**config.mk**
```make
export PLATFORM = sky130hd
export DESIGN_NAME = imm_gen_stage
export DESIGN_NICKNAME = d
export VERILOG_FILES = /design/src/rtl/riscv_pkg.sv /design/src/rtl/imm_fmt_decode.sv /design/src/rtl/imm_gen_stage.sv
export SDC_FILE = /design/constraint.sdc
export NUM_CORES = 1
export LEC_CHECK = 0
export BUFFER_PORTS_ARGS = -buffer_cell sky130_fd_sc_hd__buf_2
export CORE_ASPECT_RATIO = 0.75
export CORE_MARGIN = 2
export CORE_UTILIZATION = 55
export CTS_BUF_LIST = sky130_fd_sc_hd__clkbuf_8
export DETAILED_ROUTE_END_ITERATION = 7
export GPL_ROUTABILITY_DRIVEN = 0
export PLACE_DENSITY = 0.78
export SETUP_SLACK_MARGIN = 0.02
export SLEW_MARGIN = 20
export SYNTH_ARGS = -nofsm -noshare
export SYNTH_HDL_FRONTEND = slang
export SYNTH_HIERARCHICAL = 1
export SYNTH_SLANG_ARGS = --single-unit
```
**constraint.sdc**
```tcl
create_clock -name clk -period 2.85 [get_ports clk]
set_clock_uncertainty 0.2 [all_clocks]
set_input_delay 0.285 -clock clk [delete_from_list [all_inputs] [get_ports clk]]
set_output_delay 0.285 -clock clk [all_outputs]
set_load 0.02 [all_outputs]
```
**src/rtl/riscv_pkg.sv**
```systemverilog
// Shared RISC-V decode constants: immediate format encodings and the opcodes
// that select them. Used by every immediate generator in the core.
package riscv_pkg;

  localparam logic [2:0] IMM_I     = 3'd0;
  localparam logic [2:0] IMM_S     = 3'd1;
  localparam logic [2:0] IMM_B     = 3'd2;
  localparam logic [2:0] IMM_U     = 3'd3;
  localparam logic [2:0] IMM_J     = 3'd4;
  localparam logic [2:0] IMM_CSRI  = 3'd5;
  localparam logic [2:0] IMM_CSRR  = 3'd6;
  localparam logic [2:0] IMM_SHIFT = 3'd7;

  localparam logic [6:0] OPC_OPIMM  = 7'b0010011;
  localparam logic [6:0] OPC_LOAD   = 7'b0000011;
  localparam logic [6:0] OPC_JALR   = 7'b1100111;
  localparam logic [6:0] OPC_STORE  = 7'b0100011;
  localparam logic [6:0] OPC_BRANCH = 7'b1100011;
  localparam logic [6:0] OPC_LUI    = 7'b0110111;
  localparam logic [6:0] OPC_AUIPC  = 7'b0010111;
  localparam logic [6:0] OPC_JAL    = 7'b1101111;
  localparam logic [6:0] OPC_SYSTEM = 7'b1110011;
  localparam logic [6:0] OPC_OP     = 7'b0110011;

endpackage

```
**src/rtl/imm_fmt_decode.sv**
```systemverilog
// Combinational opcode/funct3 to immediate-format decoder. no_imm marks
// instructions whose immediate must read as zero (R-type and illegal).
module imm_fmt_decode
  import riscv_pkg::*;
(
  input  logic [6:0] opcode,
  input  logic [2:0] funct3,
  output logic [2:0] sel,
  output logic       illegal,
  output logic       no_imm
);

  always_comb begin
    sel     = IMM_I;
    illegal = 1'b0;
    no_imm  = 1'b0;
    case (opcode)
      OPC_OPIMM:  sel = (funct3 == 3'b001 || funct3 == 3'b101) ? IMM_SHIFT : IMM_I;
      OPC_LOAD,
      OPC_JALR:   sel = IMM_I;
      OPC_STORE:  sel = IMM_S;
      OPC_BRANCH: sel = IMM_B;
      OPC_LUI,
      OPC_AUIPC:  sel = IMM_U;
      OPC_JAL:    sel = IMM_J;
      OPC_SYSTEM: begin
        if (funct3[2])
          sel = IMM_CSRI;
        else if (funct3 != 3'b000)
          sel = IMM_CSRR;
        else
          sel = IMM_I;
      end
      OPC_OP:     no_imm = 1'b1;
      default: begin
        illegal = 1'b1;
        no_imm  = 1'b1;
      end
    endcase
  end

endmodule

```
**src/rtl/imm_gen_stage.sv**
```systemverilog
// Pipelined immediate generator: decodes the format, builds an XLEN immediate
// and holds results in a main + skid register pair behind valid/ready.
module imm_gen_stage
  import riscv_pkg::*;
#(
  parameter int XLEN     = 32,
  parameter bit AUTO_SEL = 1'b1
) (
  input  logic            clk,
  input  logic            rst,
  input  logic            flush,
  input  logic            in_valid,
  output logic            in_ready,
  input  logic [31:0]     in_inst,
  input  logic [2:0]      in_imm_sel,
  output logic            out_valid,
  input  logic            out_ready,
  output logic [31:0]     out_inst,
  output logic [XLEN-1:0] out_imm,
  output logic [2:0]      out_imm_sel,
  output logic            out_illegal
);

  typedef struct packed {
    logic [31:0]     inst;
    logic [XLEN-1:0] imm;
    logic [2:0]      sel;
    logic            illegal;
  } entry_t;

  logic [2:0] dec_sel;
  logic       dec_illegal;
  logic       dec_no_imm;
  logic [2:0] new_sel;
  logic       new_illegal;
  logic       new_no_imm;
  entry_t     new_entry;
  entry_t     main_q, skid_q;
  logic       main_valid, skid_valid;
  logic       accept, pop;

  imm_fmt_decode u_fmt_decode (
    .opcode  (in_inst[6:0]),
    .funct3  (in_inst[14:12]),
    .sel     (dec_sel),
    .illegal (dec_illegal),
    .no_imm  (dec_no_imm)
  );

  // Every format is built at 64 bits and truncated, so one body serves both XLENs.
  function automatic logic [63:0] imm_of(input logic [2:0] sel, input logic [31:0] inst);
    logic [63:0] wide;
    case (sel)
      IMM_I:     wide = {{52{inst[31]}}, inst[31:20]};
      IMM_S:     wide = {{52{inst[31]}}, inst[31:25], inst[11:7]};
      IMM_B:     wide = {{51{inst[31]}}, inst[31], inst[7], inst[30:25], inst[11:8], 1'b0};
      IMM_U:     wide = {{32{inst[31]}}, inst[31:12], 12'b0};
      IMM_J:     wide = {{43{inst[31]}}, inst[31], inst[19:12], inst[20], inst[30:21], 1'b0};
      IMM_CSRI:  wide = {59'b0, inst[19:15]};
      IMM_SHIFT: wide = (XLEN == 64) ? {58'b0, inst[25:20]} : {59'b0, inst[24:20]};
      default:   wide = '0;
    endcase
    return wide;
  endfunction

  assign new_sel     = AUTO_SEL ? dec_sel : in_imm_sel;
  assign new_illegal = AUTO_SEL ? dec_illegal : 1'b0;
  assign new_no_imm  = AUTO_SEL ? dec_no_imm : 1'b0;

  always_comb begin
    new_entry.inst    = in_inst;
    new_entry.sel     = new_sel;
    new_entry.illegal = new_illegal;
    new_entry.imm     = new_no_imm ? '0 : XLEN'(imm_of(new_sel, in_inst));
  end

  assign in_ready = !skid_valid;
  assign accept   = in_valid && in_ready;
  assign pop      = main_valid && out_ready;

  // Skid refills main on a pop; while main is stalled a new entry parks in skid.
  always_ff @(posedge clk) begin
    if (rst) begin
      main_valid <= 1'b0;
      skid_valid <= 1'b0;
      main_q     <= '0;
      skid_q     <= '0;
    end else if (flush) begin
      main_valid <= 1'b0;
      skid_valid <= 1'b0;
    end else if (pop) begin
      if (skid_valid) begin
        main_q     <= skid_q;
        skid_valid <= 1'b0;
      end else if (accept) begin
        main_q <= new_entry;
      end else begin
        main_valid <= 1'b0;
      end
    end else if (accept) begin
      if (main_valid) begin
        skid_q     <= new_entry;
        skid_valid <= 1'b1;
      end else begin
        main_q     <= new_entry;
        main_valid <= 1'b1;
      end
    end
  end

  assign out_valid   = main_valid;
  assign out_inst    = main_q.inst;
  assign out_imm     = main_q.imm;
  assign out_imm_sel = main_q.sel;
  assign out_illegal = main_q.illegal;

endmodule

```
# == Word-level counts from Yosys, hierarchy flattened ==
# Index checks and enable logic that the tools add are counted.
# word_totals
regBits,138
latch_bits,0
ramBits,0
romBits,0
in_bits,40
out_inout_bits,70
wordCells,66
n_memories,0
# op_classes
add_sub_neg,0
n_mul,0
n_div,0
order_cmp,0
eq_ne,21
shifts,0
n_mux,16
n_bitwise,2
reduce_logical,17
# ops
operator,n
$mux 68,5
$pmux 32 s7,1
$mux 32,1
$eq 7x7->1 const B,4
$eq 7x6->1 const B,3
$pmux 3 s6,1
$eq 7x5->1 const B,2
$eq 3x3->1 const B,4
$reduce_or 10->1,1
$mux 3,3
$reduce_or 9->1,1
$reduce_and 4->1,2
$eq 7x2->1 const B,1
$eq 3x1->1 const B,2
$eq 3x2->1 const B,2
$mux 1,5
$ne 2x2->1 const B,2
$reduce_bool 2->1,2
$reduce_or 2->1,2
$logic_not 3->1,1
$reduce_and 3->1,1
$reduce_bool 3->1,1
$reduce_or 3->1,1
$logic_and 1x1->1,2
other kinds (5),6

# == Logic depth before layout (Yosys ltp) ==
# depth
ltp_word,10
depth_mapped,12
depth_no_buf,8

# == By module ==
# The synthesis kept the hierarchy.
# by_module_without_submodules
module,n_inst,cells_each,area_per_inst_um2,seq_area_each_um2
imm_gen_stage,1,775,6451.2,2762.6
imm_fmt_decode,1,32,222.7,0.0

# == Worst setup path after synthesis ==
# OpenSTA, ideal clock, no wires.
# synth_timing
kind,input to register
from,in in_inst[6]
to,"reg main_q, in the netlist out_imm[0]"
setup_ns,0.132
arrival_time_ns,2.228
t_required_ns,2.518
setup_slack_ns,0.290
path_stages,9
path_buffers,2
path_cell_list,buf_6 nor3_2 o221ai_1 a211oi_1 buf_2 mux2_1 a311o_1 a221oi_2 nor3_1
# synth_via
elab_chain_len,9
word_cells_on_any_way,26
classes_between,15 x eq/ne; 8 x mux; 3 x reduce/logical
# synth_lines
item,line,rtl
"start, declared",imm_gen_stage.sv:14,"input logic [31:0] in_inst,"
$eq 7x6->1 / $eq 7x5->1 (equally long branches),imm_fmt_decode.sv:17,case (opcode)
$reduce_or 2->1,n/a,
$pmux 3 s6 *,imm_fmt_decode.sv:17,
net dec_sel[1],imm_gen_stage.sv:31,logic [2:0] dec_sel;
"$eq 3x3->1, or another cell as far along",imm_gen_stage.sv:53,case (sel)
$pmux 32 s7 *,imm_gen_stage.sv:53,
$mux 32 *,imm_gen_stage.sv:74,"new_entry.imm = new_no_imm ? '0 : XLEN'(imm_of(new_sel, in_inst));"
"$mux 68, on equally long branches","imm_gen_stage.sv:101, imm_gen_stage.sv:95",
"$mux 68, on equally long branches","imm_gen_stage.sv:100, imm_gen_stage.sv:92",
$mux 68 *,imm_gen_stage.sv:91,end else if (pop) begin
"end signal, assigned",imm_gen_stage.sv:93,main_q <= skid_q;
"end signal, assigned",imm_gen_stage.sv:96,main_q <= new_entry;
"end signal, assigned",imm_gen_stage.sv:105,main_q <= new_entry;
"end, declared",imm_gen_stage.sv:38,"entry_t main_q, skid_q;"
# The timed path passes the listed nets; every way through them passes the cells marked *. The select of a mux whose other input is x is not followed.
# A chain may end at the register's enable or synchronous reset.

# == Worst setup path in the final report ==
# layout_timing
from,in in_inst[1]
to,"reg main_q, in the netlist out_imm[1]"
# Same word-level chain as after synthesis.

==> results.txt <==
Counting distinct cell types in the post-synthesis netlist gives 60. The maximum fanout along the worst path came out at 12. The repair_antennas step left the layout with diodes totalling 0.

The share of final-layout standard cells stronger than drive strength 1 is 22.5%. The data required time at the worst endpoint came out at 3.00 ns. Of all flip-flops after synthesis, the portion carrying an async set or reset was 0%. Dividing the detail-routed via count by the number of cells gives 6.05. The maximum resistive drop on vdd is 576 uV. The area of the mapped netlist is 6670 sq um. The worst setup path is of the in2reg kind. The level count of the clock H-tree is 4. Once detailed placement completed, the half-perimeter wirelength came to 11900 um.

The shortest clock period the worst path allows after layout is 2.69 ns. Setup repair after global routing could not meet its margin everywhere. The number of rows in the core area is 34. For this run, the leading register cell type out of synthesis is sky130_fd_sc_hd__dfxtp_1. The overall die height is 99.4 um. The initial core utilization came out at 57.0%. The power share of the sequential group came out at 43.1%.

The clock insertion delay at the later pin of the skew report came out at 0.44 ns. The part of the power in combinational logic came out at 13.0%. In this design, the largest share of critical-path delay is due to buffers and inverters. Sequential elements use 41.4% of the synthesized area.

The most numerous cell on the critical path is sky130_fd_sc_hd__buf_4. Yosys printed 6 warnings. The worst register-to-register path ends at out_inst[4]. The number of violations of the max-capacitance limit came out at 0. In this run the static leakage power is 3.07 nW. The most numerous cell in the Yosys netlist is sky130_fd_sc_hd__nand2_1.

Counting instances in the post-synthesis netlist gives the leading cell types as sky130_fd_sc_hd__nand2_1, sky130_fd_sc_hd__dfxtp_1, sky130_fd_sc_hd__nor2_1, sky130_fd_sc_hd__a21oi_1, sky130_fd_sc_hd__clkbuf_1. The synthesized net count came out at 847. The clock tree root driver cell is sky130_fd_sc_hd__clkbuf_8. Counting along the longest clock path gives a buffer depth of 2. The clock net in this run drives a total of 138 sinks. The number of antenna violations at the first check in global routing came out at 0. The count of buffers inserted at the top-level ports came out at 106. For this run, design rule violations remaining after detail routing come to 0. The leftover overflow at the end of global routing came out at 0. The total negative slack for setup checks came out at 0 ns. In this run the count of I/O pins placed on the die edge is 110. The kind of end point of the critical path is a flop.

In this run the critical register-to-register path is launched from out_valid. The part of the total power dissipated in the clock network came out at 43.9%. The share of the clock period used by the worst path after layout came out at 94.2%. The first routing iteration left 620 violations. The worst slew slack as a fraction of its limit came out at 53.4%. The setup slack of the most critical reg-to-reg path came out at 0.50 ns.

The synthesized design contains 138 register bits. Sorting the synthesized cells by area gives the leading types as sky130_fd_sc_hd__dfxtp_1, sky130_fd_sc_hd__nand2_1, sky130_fd_sc_hd__nor2_1. The post-synthesis area per instance is 8.27 sq um. For the worst setup path, the data arrival time is 2.83 ns.

The maximum number of pins on one net before global-route repair is 62. The final setup violation count came out at 0. The share of Yosys cell area claimed by the top area cell type is 41.4%. On the critical path, the stage with the largest delay is an instance of sky130_fd_sc_hd__dlygate4sd3_1.

Wires add up to 18800 um. The via count of the routed design is 6598. In this run the most critical hold path is launched from in_inst[5]. The worst register-to-register path has a depth of 5. The final standard cell count with taps included and fillers excluded is 1090. The number of search-and-repair iterations in the first detailed-routing pass came out at 5. The internal power of the cells totals 3.54 mW. The number of cells after detailed placement is 1025. Summed over all nets, the switching power comes to 1.18 mW. For this design the ratio of total power to cell area is 578 nW/um^2. The number of antenna-violating nets in the routed design is 0. The global-route wire length before repair is 31200 um.

The via count of the first global-routing pass is 6251. Summing all non-filler instances in the final layout gives an area of 8160 sq um. Hold timing on the final database bottoms out at a slack of 0.0302 ns. The proportion of total power due to net switching is 25.1%.

For the pin with the worst max-slew slack, the measured transition is 0.699 ns. The total global routing track utilization is 29.3%. The CTS tree is done. The number of pins with negative max-slew slack in the final report came out at 0. The overall die area is 13000 sq um.

The number of nets in the final layout is 955. The worst setup path is launched from an input port. Walking the worst path, the cells encountered are dlygate4sd3_1 -> buf_2 -> nand2_1 -> a211oi_4 -> buf_4 -> buf_4 -> nor2b_1 -> a221oi_1 -> a21o_1 -> a211oi_1. The post-detailed-placement cell area came out at 7300 sq um. The signed area change from the synthesized netlist to the final layout came out at 22.3%. Counting the buffers created by CTS gives 17. The critical path buffer and inverter count came out at 4. The number of cells on the worst hold path came out at 3. The flow ran to the end, and the final reports show no timing, DRC or antenna violations. The longest individual stage delay on the worst path came out at 0.52 ns. In this run the horizontal extent of the chip is 131 um. The layout has 898 filler cells. The core area came out at 11700 sq um.

The final number of hold-violating endpoints came out at 0. The number of buffers inserted by post-CTS setup repair is 0. The count of flip-flops with a built-in enable after synthesis is 0.

The achievable clock frequency is 0.372 GHz. The class of the worst hold path is in2reg. The hold-critical path endpoint is out_inst[5]. In the final routed layout, each cell accounts on average for 17.3 um. After clock tree synthesis, the clock-pin slew on the worst setup and hold paths is 0.08 ns. After technology mapping, the gate count stands at 807.

Of all cell types, the one taking the most synthesized area is sky130_fd_sc_hd__dfxtp_1.
-- power groups by stage --
| stage | combinational (mW) | clock [mW] | sequential (mW) |
|---|---|---|---|
| 2_1_floorplan | 0.286 | 0 | 2.15 |
| 3_3_place_gp | 0.549 | 0 | 2.07 |
| 3_5_place_dp | 0.564 | 0 | 2.08 |
| 4_1_cts | 0.603 | 2.09 | 2.03 |
| 5_1_grt | 0.663 | 2.17 | 2.04 |
| 6_report | 0.612 | 2.07 | 2.04 |
-- flip-flops by register name, indices dropped and copies added (netlist names) --
| signal | flops |
|---|---|
| out_imm | 32 |
| skid_q | 68 |
| out_valid | 1 |
| out_imm_sel | 3 |
| out_inst | 32 |
| out_illegal | 1 |
| skid_valid | 1 |
-- routing by layer --
metal / part of all wire [%] / up-vias / GRT usage, %
li1: - / 3110 / -
met5: 0 / - / 0
met2: 46 / 304 / 47.4
met4: 2.1 / 0 / 10.7
met3: 6.8 / 49 / 5.91
met1: 45 / 3135 / 39.3
-- cell families (layout without fill, tap and decap cells) --
family / Yosys count / in the layout / synth area share, %
flops: 138 / 138 / 41.4
fa+ha+maj: 1 / 1 / 0.169
mux: 5 / 5 / 0.844
simple gates: 383 / 383 / 28.4
buf+inv: 83 / 204 / 6.17
compound gates: 197 / 197 / 23.0
-- cell usage in the layout, fill, tap and decap left out, drive strengths merged, types with 21 or more instances in the layout --
| cell | instances |
|---|---|
| clkbuf | 21 |
| nor2 | 88 |
| a21oi | 53 |
| nand2b | 31 |
| dlygate4sd3 | 33 |
| a311oi | 37 |
| nand4b | 21 |
| nand2 | 164 |
| dfxtp | 138 |
| a22oi | 23 |
| buf | 135 |
| nor3 | 31 |
| a221oi | 31 |
-- worst reg2reg max path: stages, from the launching register on --
cell	delay [ns]
sky130_fd_sc_hd__dfxtp_1	0.47
sky130_fd_sc_hd__and3_2	0.51
sky130_fd_sc_hd__buf_4	0.36
sky130_fd_sc_hd__buf_4	0.24
sky130_fd_sc_hd__nand2_1	0.11
sky130_fd_sc_hd__a311oi_1	0.34
-- metrics by stage --
| stage | util [%] | total power, mW | setup WS [ns] |
|---|---|---|---|
| finish | 69.8 | 4.72 | 0.164 |
| global route | 69.8 | 4.88 | 0.0204 |
| CTS | 69.7 | 4.72 | 0.144 |
| detailed placement | 62.4 | 2.64 | -0.0359 |
| global placement | 62.4 | 2.62 | 0.124 |
| floorplan | - | 2.44 | 0.290 |
-- area by class of cell --
| type | instances | area [sq um] | share of cell area [%] |
|---|---|---|---|
| tap | 162 | 203 | 2.48 |
| sequential | 138 | 2760 | 33.8 |
| inverter | 4 | 15.0 | 0.184 |
| timing repair buffer | 168 | 1120 | 13.7 |
| clock buffer | 21 | 289 | 3.54 |
| clock inverter | 11 | 236 | 2.90 |
| multi-input combinational | 586 | 3540 | 43.3 |
-- worst max-delay path by stage --
| stage | cells after the start | end | slack, ns | from |
|---|---|---|---|---|
| global placement | 11 | out_imm[4] | 0.12 | in_inst[6] |
| CTS | 11 | out_imm[11] | 0.14 | in_inst[3] |
| global route | 10 | out_imm[4] | 0.02 | in_inst[0] |
| finish | 10 | out_imm[1] | 0.16 | in_inst[1] |
| floorplan | 9 | out_imm[0] | 0.29 | in_inst[6] |
| detailed placement | 11 | out_imm[1] | -0.04 | in_inst[6] |
-- what timing repair did --
item / in CTS / in global routing
resized for setup: 0 / 1
setup endpoints to repair: 0 / 15
endpoints found under the hold margin: 62 / 0
hold buffers: 33 / 0
(Power assumes the default switching activity.)
